### src/rtl/sigmoid8_pla_pkg.sv
// Shared Q-format constants, knot table and interpolation helper for the
// sigmoid8_pla activation unit.
package sigmoid8_pla_pkg;

  localparam int DATA_W  = 16;
  localparam int FRAC_W  = 8;
  localparam int ONE_Q16 = 65536;
  localparam int SAT_ABS = 2048;

  // Unsigned Q0.16 knot; 17 bits so that 1.0 (65536) is representable.
  typedef logic [16:0] knot_t;

  // sigmoid(k) for k = 0..8, scaled by 65536.
  function automatic knot_t knot_at(input logic [3:0] idx);
    knot_t k;
    case (idx)
      4'd0:    k = 17'd32768;
      4'd1:    k = 17'd47911;
      4'd2:    k = 17'd57724;
      4'd3:    k = 17'd62428;
      4'd4:    k = 17'd64357;
      4'd5:    k = 17'd65097;
      4'd6:    k = 17'd65374;
      4'd7:    k = 17'd65476;
      4'd8:    k = 17'd65514;
      default: k = 17'(ONE_Q16);
    endcase
    return k;
  endfunction

  // Linear interpolation between two knots; the product is truncated.
  function automatic knot_t interp(input knot_t lo, input knot_t hi,
                                   input logic [FRAC_W-1:0] frac);
    logic [24:0] prod;
    prod = 25'(hi - lo) * 25'(frac);
    return lo + prod[24:8];
  endfunction

endpackage

### src/rtl/sigmoid8_pla_lut.sv
// Combinational knot lookup: returns the knots bracketing segment seg.
module sigmoid8_pla_lut
  import sigmoid8_pla_pkg::*;
(
  input  logic [2:0] seg,
  output knot_t      k_lo,
  output knot_t      k_hi
);

  knot_t knots [0:8];

  for (genvar gi = 0; gi <= 8; gi++) begin : g_knots
    assign knots[gi] = knot_at(4'(gi));
  end

  assign k_lo = knots[{1'b0, seg}];
  assign k_hi = knots[{1'b0, seg} + 4'd1];

endmodule

### src/rtl/sigmoid8_pla.sv
// Two-stage piecewise-linear sigmoid, signed Q8.8 in, unsigned Q8.8 out.
// Build option: define SIGMOID8_PLA_ROUND_EN for round-half-up output.
module sigmoid8_pla
  import sigmoid8_pla_pkg::*;
(
  input  logic              clk,
  input  logic              rst,
  input  logic [DATA_W-1:0] x_in,
  input  logic              valid_in,
  output logic [DATA_W-1:0] y_out,
  output logic              valid_out
);

  function automatic logic [DATA_W-1:0] to_q88(input knot_t q);
    logic [17:0] qr;
`ifdef SIGMOID8_PLA_ROUND_EN
    qr = {1'b0, q} + 18'd128;
`else
    qr = {1'b0, q};
`endif
    return {6'd0, qr[17:8]};
  endfunction

  // Stage 1: magnitude split into saturation flag, segment and fraction.
  logic [DATA_W-1:0] abs_x;
  logic              sat_next;
  logic              sign_reg, sat_reg, v1_reg;
  logic [2:0]        seg_reg;
  logic [FRAC_W-1:0] frac_reg;

  assign abs_x    = x_in[DATA_W-1] ? (~x_in + 16'd1) : x_in;
  assign sat_next = (abs_x >= 16'(SAT_ABS));

  always_ff @(posedge clk) begin
    if (rst) begin
      v1_reg   <= 1'b0;
      sign_reg <= 1'b0;
      sat_reg  <= 1'b0;
      seg_reg  <= '0;
      frac_reg <= '0;
    end else begin
      v1_reg <= valid_in;
      if (valid_in) begin
        sign_reg <= x_in[DATA_W-1];
        sat_reg  <= sat_next;
        seg_reg  <= abs_x[10:8];
        frac_reg <= abs_x[FRAC_W-1:0];
      end
    end
  end

  // Stage 2: interpolate, mirror for negative inputs, reduce to Q8.8.
  knot_t             k_lo, k_hi, pos, q;
  logic [DATA_W-1:0] y_next;
  logic [DATA_W-1:0] y_reg;
  logic              valid_reg;

  sigmoid8_pla_lut u_lut (
    .seg  (seg_reg),
    .k_lo (k_lo),
    .k_hi (k_hi)
  );

  assign pos    = sat_reg ? 17'(ONE_Q16) : interp(k_lo, k_hi, frac_reg);
  assign q      = sign_reg ? (17'(ONE_Q16) - pos) : pos;
  assign y_next = to_q88(q);

  always_ff @(posedge clk) begin
    if (rst) begin
      valid_reg <= 1'b0;
      y_reg     <= '0;
    end else begin
      valid_reg <= v1_reg;
      if (v1_reg) y_reg <= y_next;
    end
  end

  assign y_out     = y_reg;
  assign valid_out = valid_reg;

endmodule

### config.mk
export PLATFORM = sky130hd
export DESIGN_NAME = sigmoid8_pla
export DESIGN_NICKNAME = d
export VERILOG_FILES = /design/src/rtl/sigmoid8_pla_pkg.sv /design/src/rtl/sigmoid8_pla_lut.sv /design/src/rtl/sigmoid8_pla.sv
export SDC_FILE = /design/constraint.sdc
export NUM_CORES = 1
export LEC_CHECK = 0
export CELL_PAD_IN_SITES_DETAIL_PLACEMENT = 1
export CELL_PAD_IN_SITES_GLOBAL_PLACEMENT = 1
export CORE_MARGIN = 10
export CORE_UTILIZATION = 45
export DETAILED_ROUTE_END_ITERATION = 6
export GPL_TIMING_DRIVEN = 0
export PLACE_DENSITY = 0.89
export SLEW_MARGIN = 20
export SYNTH_ARGS = -nofsm -noshare
export SYNTH_HDL_FRONTEND = slang
export SYNTH_SLANG_ARGS = --single-unit
### constraint.sdc
create_clock -name clk -period 11.8 [get_ports clk]
set_input_delay 1.77 -clock clk [delete_from_list [all_inputs] [get_ports clk]]
set_output_delay 1.77 -clock clk [all_outputs]
set_load 0.05 [all_outputs]
==> flow_summary.yaml <==
run_status:
  status: "complete, no violations"
critical_path:
  crit_path_start_kind: "register"
  crit_fanout: 10
  critical_path_class: "register to register"
  r2r_end: "y_out[8]"
  arrival_ps: 11300
  slowest_stage: "a2111oi_4"
  timing.rr.start: "seg_reg[1]"
  reg2reg_depth: 43
  crit_required_ps: 11950
  cp_slowest_stage_delay_ps: 540
  end_kind: "register"
  r2r_slack_ps: 660
cts:
  cts_buffers: 3
  cts.sinks: 24
  cts_htree_levels: 1
  ctsHoldBuffers: 0
  clockRootBuffer: "clkbuf_16"
  cts_tree: "done"
  cts.path.max_buffers: 2
  path_clk_slew_ps: 60
  worstSkewPairLatency_ps: 260
drt:
  via_per_inst: 5.55
  drc_errors: 0
  routed_wl_mm: 23.3
  wl_per_cell_um: 18.4
  antenna_left: 0
  vias: 7031
  dr.pass1.iters: 5
  drtIter0Drc: 298
global_route:
  grt_pass1_vias: 7766
  grt_pass1_wl_mm: 39.3
  grt_max_degree: 15
  overflow: 0
  antenna_found_initial: 0
  grt_usage_pct: 19.9
hold_path:
  hold_path_class: "register to register"
  whs_path_depth: 2
  min_to: "y_out[3]"
  hold_start: "y_out[3]"
synthesis:
  syn_area_um2: 8010
  synth.area.top_cells: "fa_1 (27%), ha_1 (12%), inv_1 (8.6%)"
  ys_seq_elements: 24
  yosysTopAreaCellShare_pct: 27.5
  synthTopCellsByCount: "inv_1 (184), nand2_1 (115), fa_1 (110)"
  synth_top_area_cell: "fa_1"
  synth_most_common_cell: "inv_1"
  synth-edff-count: 0
  yosys_warnings: 0
  ys_types: 77
  async_flop_share_pct: 0
  synth_seq_area_share_pct: 6.00
  synthFlopType: "dfxtp_1"
  syn_avg_cell_area_um2: 7.98
  synth_cells: 1004
die:
  die_w_um: 153
  core-area_um2: 17400
  initial_core_util_pct: 46.2
  dieArea_um2: 23500
  num_io_pins: 36
  row_count: 48
  die_h_um: 153
final_layout:
  drive_gt1_share_pct: 4.90
  finish.utilization_pct: 50.2
  syn2layout_area_growth_pct: 8.83
  largest_reg_flops: 9
  nFillCells: 2176
  nNetsFinal: 1250
  n_antenna_cell: 0
sta:
  fin_crit_sh_pct: 94.4
  hold_viol: 0
  fin_ws_ps: 655
  max_freq_ghz: 0.0897
  max_slew_margin_pct: 40.5
  setup_viol: 0
  worst_pin_slew_ps: 889
  finClkSkew_ps: 4.51
  fin_crit_ps: 11140
  slew_viol_final: 0
placed_design:
  hpwl_mm: 19.2
  io_buffers: 26
  gp_congestion: 0.927
  pre_cts_ws_ps: 89.8
run:
  maxCapViolations: 0
-- worst max path at each step --
stage                     from  endpoint  slack (ps)  depth (start not counted)
floorplan           seg_reg[1]  y_out[8]        2050                         43
global placement    seg_reg[1]  y_out[8]         540                         42
detailed placement  seg_reg[1]  y_out[8]          90                         43
CTS                 seg_reg[1]  y_out[8]          60                         43
global route        seg_reg[1]  y_out[8]         -20                         43
finish              seg_reg[1]  y_out[8]         660                         43
-- critical path: cells and delay by family, from the launching register on --
kind | cells | cell delay [ps]
AO/OA/AOI/OAI | 16 | 4190
XOR/XNOR | 2 | 480
adder cells (fa/ha/maj) | 8 | 3100
buffers and inverters | 6 | 740
flip-flops | 1 | 420
multiplexers | 1 | 70
AND/OR/NAND/NOR | 10 | 2020
-- layout make-up --
cell class / instances / area [um^2] / area share, %
clock inverter: 1 / 30.0 / 0.344
clock buffer: 3 / 75.1 / 0.861
inverter: 185 / 694 / 7.97
tap: 225 / 282 / 3.23
timing repair buffer: 28 / 275 / 3.16
multi-input combinational: 757 / 6680 / 76.6
buffer: 43 / 203 / 2.33
sequential: 24 / 480 / 5.51
-- layout by cell type (no fill, tap or decap), types with 10 or more instances in the layout --
cell | synthesis | final
a211oi_1 | 18 | 18
a21oi_1 | 28 | 27
and2_1 | 69 | 69
clkbuf_1 | 27 | 27
clkdlybuf4s50_1 | 0 | 26
dfxtp_1 | 24 | 24
fa_1 | 110 | 110
ha_1 | 79 | 79
inv_1 | 184 | 184
nand2_1 | 115 | 115
nand2b_1 | 14 | 14
nand3_1 | 13 | 13
nand4_1 | 10 | 10
nor2_1 | 56 | 56
nor2b_1 | 11 | 11
nor3_1 | 14 | 14
o21ai_0 | 28 | 28
or3_1 | 13 | 13
xnor2_1 | 27 | 26
xor2_1 | 25 | 23
-- metrics by stage --
step	instances	setup TNS (ps)	instance area [um^2]	hold slack (ps)
floorplan	1010	0	8030	514
global placement	1261	0	8570	474
detailed placement	1261	0	8570	483
CTS	1265	0	8680	492
global route	1266	-20.4	8720	524
finish	1266	0	8720	490
-- routing by layer --
layer | part of all wire [%] | vias up | track usage, %
met1 | 43 | 3548 | 24.5
met4 | 2.4 | 0 | 4.00
met2 | 51 | 137 | 36.6
met3 | 3.7 | 41 | 1.91
li1 | - | 3305 | -
met5 | 0 | - | 0
-- repair_timing --
item / 4_1_cts / 5_1_grt
hold endpoints to repair: 0 / 0
resized for setup: 0 / 4
endpoints found under the setup margin: 0 / 6
buffers inserted: 0 / 2
-- cell families (layout without fill, tap and decap cells) --
family	after synthesis	in the layout	share of synthesized area (%)
and+or+nand+nor	339	339	21.0
buffers and inverters	229	260	11.2
adders and majority gates	189	189	39.8
AOI/OAI and AO/OA	160	160	14.7
xor gates and xnor gates	52	52	5.69
DFF	24	24	6.00
muxes	10	10	1.47
other	1	7	0.0468
Power is not shown: default switching activity piles up to over one toggle a cycle in this logic, so the estimate is an artifact.
==> patch 1, RTL diff (same settings) <==
Change the package constant `FRAC_W` from 8 to 6.
--- a/src/rtl/sigmoid8_pla_pkg.sv
+++ b/src/rtl/sigmoid8_pla_pkg.sv
@@ -3,7 +3,7 @@
 package sigmoid8_pla_pkg;
 
   localparam int DATA_W  = 16;
-  localparam int FRAC_W  = 8;
+  localparam int FRAC_W  = 6;
   localparam int ONE_Q16 = 65536;
   localparam int SAT_ABS = 2048;
 
Behaviour: not the same (a bounded check fails within 4 cycles, from zero or initial values and one cycle with rst high).
==> patch 1 against the unedited design <==
Sequential cell count is 2 lower; critical path type unchanged; worst setup slack worse by 0.039 ns; hold slack worse by 0.0027 ns; synthesized area is 16% lower; cell area is 15% lower; highest routed layer unchanged; routed wire length is 15% lower; die area is 14% lower.
==> patch 1: results (changes against the unedited design) <==
metric	value	unit	change
outcome	finished clean		
seq_share	0.0592		+0.00406
nMultiInputCombCells	679		-10%
slowest_stage	a31oi_1		
cp_top_family	adder cells		
cp_max_fo	11		+1
dp_slack	0.540	ns	+0.450 ns
slew_headroom	0.462		+0.0569
n_fill_cell	1828		-16%
buffer_area_frac	0.0585		+0.00368
n_clock_buffer	3		unchanged
synth_compound_area_frac	0.165		+0.0183
nets	1068		-15%
synthTopCellsByArea	fa_1, ha_1, inv_1		
fin_skew	0.00608	ns	+0.00157 ns
grt_pass1_wl	33100	um	-16%
yosys.area_share.xor_xnor	0.0635		+0.00664
synth-seq-area-share	0.0652		+0.00518
grt_max_degree	14		-1
first_pass_iters	4		-1
grt_pass1_vias	6660		-14%
clk_share	0.0141		+0.00207
avgRoutedWirePerCell	18.5	um	+0.35%
place_congestion	0.950		+2.5%
routed_via_density	5.58		+0.51%
grt_usage	0.198		-0.000619
synth_cell_types	75		-2.6%
inverters_excl_clock	125		-32%
n_all_buffers	60		-15%
hpwlAfterDp	16800	um	-13%
io_buffer_count	28		+7.7%
patch 1: per-stage QoR:
step	instances	hold WS, ns	total power, mW	cell area (um^2)	TNS (ns)
2_1_floorplan	858	0.505	1.28	6780	0
3_3_place_gp	1070	0.476	1.59	7290	0
3_5_place_dp	1070	0.485	1.66	7290	0
4_1_cts	1074	0.494	1.78	7400	0
5_1_grt	1074	0.516	1.98	7440	-0.0199
6_report	1074	0.488	1.79	7440	0
patch 1: routing by layer:
metal / wire length [um] / vias up / GRT usage
li1: - / 2884 / -
met1: 8760 / 2958 / 0.247
met2: 9900 / 115 / 0.357
met3: 624 / 38 / 0.0157
met4: 586 / 0 / 0.0586
met5: 0 / - / 0
patch 1: path summary, 6_finish.rpt:
path | from | end | slack (ns) | depth (start not counted)
max | seg_reg[1] | y_out[7] | 0.62 | 43
min reg2reg | y_out[5] | y_out[5] | 0.49 | 2
min | y_out[5] | y_out[5] | 0.49 | 2
max reg2reg | seg_reg[1] | y_out[7] | 0.62 | 43
==> patch 2, RTL diff (config.mk and constraints unchanged) <==
Made on the original files. Reset style: asynchronous (`rst`), changed in 2 clocked blocks.
--- a/src/rtl/sigmoid8_pla.sv
+++ b/src/rtl/sigmoid8_pla.sv
@@ -31,7 +31,7 @@
   assign abs_x    = x_in[DATA_W-1] ? (~x_in + 16'd1) : x_in;
   assign sat_next = (abs_x >= 16'(SAT_ABS));
 
-  always_ff @(posedge clk) begin
+  always_ff @(posedge clk or posedge rst) begin
     if (rst) begin
       v1_reg   <= 1'b0;
       sign_reg <= 1'b0;
@@ -65,7 +65,7 @@
   assign q      = sign_reg ? (17'(ONE_Q16) - pos) : pos;
   assign y_next = to_q88(q);
 
-  always_ff @(posedge clk) begin
+  always_ff @(posedge clk or posedge rst) begin
     if (rst) begin
       valid_reg <= 1'b0;
       y_reg     <= '0;
Behaviour: differs if rst is asserted again (counterexample within 4 cycles, from zero or initial values and one cycle with rst high); with rst held inactive, the same outputs for 10 cycles.
==> patch 2 against the unedited design <==
Non-clock buffer count fell by 4; sequential share of layout area increased by 1.4 points; critical path type unchanged; sequential cell count unchanged; routed wire length fell by 1.1%; worst setup slack gained 0.16 ns; highest routed layer unchanged; largest cell class unchanged; cell area fell by 0.62%; synthesized area down 0.34%.
Power is left out: the tool's default activity adds up to more than one toggle a clock period on the data nets, which glitch-free logic cannot reach.
==> patch 2: results (changes against the unedited design) <==
metric	value	unit	change
grt_antenna_before_repair	2		+2
met2_length	12100	um	+1.4%
cpPeakStageDelay	0.58	ns	+0.04 ns
synth_common_cells	inv_1, nand2_1, fa_1		
arrival	11.14	ns	-0.16 ns
drive_gt1_frac	0.0492		+0.000221
m1WireLength	9770	um	-2.1%
nets	1225		-2.0%
globalRouteMet2Util	0.374		+0.00843
vias	6870		-2.3%
slowest_stage	xor2_1		
synth-seq-area-share	0.0752		+0.0153
dr_wl_met3	675	um	-21%
grt_use_met1	0.237		-0.00808
slew_headroom	0.289		-0.117
synth_cell_types	74		-3.9%
grt_usage	0.197		-0.00149
avgRoutedWirePerCell	18.6	um	+0.85%
synthTopCellsByArea	fa_1, ha_1, inv_1		
io_buffer_count	28		+7.7%
place_congestion	0.900		-2.9%
fin_skew	0.00664	ns	+0.00213 ns
yosysWarningCount	0		unchanged
hpwlAfterDp	19100	um	-0.64%
grt_pass1_vias	7834		+0.88%
grt_pass1_wl	39100	um	-0.40%
grt_max_degree	25		+10
drt_iter0_markers	295		-1.0%
async_reset_ff_frac	1.00		+1.00
outcome	finished clean		
use_met3	0.0115		-0.00758
-- patch 2: cell count changes in the layout (fill, tap and decap cells not counted), sizes merged, moves of 5 or more --
cell / unedited run / this run
nor3: 15 / 8
a21boi: 1 / 6
nand2: 116 / 127
nand3b: 0 / 5
inv: 185 / 179
nand4: 10 / 3
a21oi: 29 / 38
a211oi: 19 / 3
dfrtp: 0 / 24
dfxtp: 24 / 0
-- patch 2: repair_timing --
item                                    4_1_cts  5_1_grt
endpoints found under the setup margin        0        1
buffers inserted                              0        0
hold buffers                                  0        0
resized for setup                             0        1
-- patch 2: worst paths after layout --
kind | depth (start not counted) | from | slack (ns) | to
setup / recovery | 42 | seg_reg[0] | 0.81 | y_out[8]
hold / removal | 0 | v1_reg | 0.39 | valid_out
setup reg to reg | 42 | seg_reg[0] | 0.81 | y_out[8]
hold reg to reg | 0 | v1_reg | 0.39 | valid_out
max in group asynchronous | 2 | rst | 9.17 | seg_reg[2]
min in group asynchronous | 2 | rst | 2.04 | y_out[6]
-- patch 2: cell type report --
type | instances | area [um^2]
multi-input combinational | 742 | 6550
sequential | 24 | 601
clock buffer | 4 | 88.8
timing repair buffer | 28 | 280
inverter | 179 | 672
tap | 225 | 282
buffer | 39 | 186
fill | 2127 | 8690
-- patch 2: cell families (layout without fill, tap and decap cells) --
| kind of cell | after synthesis | count (layout) | share of synthesized area |
|---|---|---|---|
| AOI/OAI and AO/OA | 145 | 145 | 0.130 |
| DFF | 24 | 24 | 0.0752 |
| and+or+nand+nor | 336 | 336 | 0.212 |
| adders and majority gates | 189 | 189 | 0.400 |
| buffers and inverters | 218 | 250 | 0.108 |
| xor gates and xnor gates | 55 | 55 | 0.0613 |
| other | 1 | 7 | 0.000470 |
| muxes | 10 | 10 | 0.0133 |
-- patch 2: stage by stage --
| step | setup slack, ns | cells | area (um^2) | hold slack [ns] | util |
|---|---|---|---|---|---|
| 2_1_floorplan | 2.50 | 984 | 8010 | 0.352 | - |
| 3_3_place_gp | 1.23 | 1237 | 8570 | 0.358 | 0.494 |
| 3_5_place_dp | 0.889 | 1237 | 8570 | 0.382 | 0.494 |
| 4_1_cts | 0.773 | 1241 | 8660 | 0.397 | 0.499 |
| 5_1_grt | 0.111 | 1241 | 8660 | 0.412 | 0.499 |
| 6_report | 0.811 | 1241 | 8660 | 0.389 | 0.499 |
-- patch 2: worst max-delay path: cells and delay by family (launching register included) --
kind / cells / cell delay [ns]
and+or+nand+nor: 10 / 1.89
adders and majority gates: 9 / 3.61
muxes: 2 / 0.47
AOI/OAI and AO/OA: 12 / 2.61
buffers and inverters: 6 / 0.93
xor gates and xnor gates: 3 / 0.89
DFF: 1 / 0.45
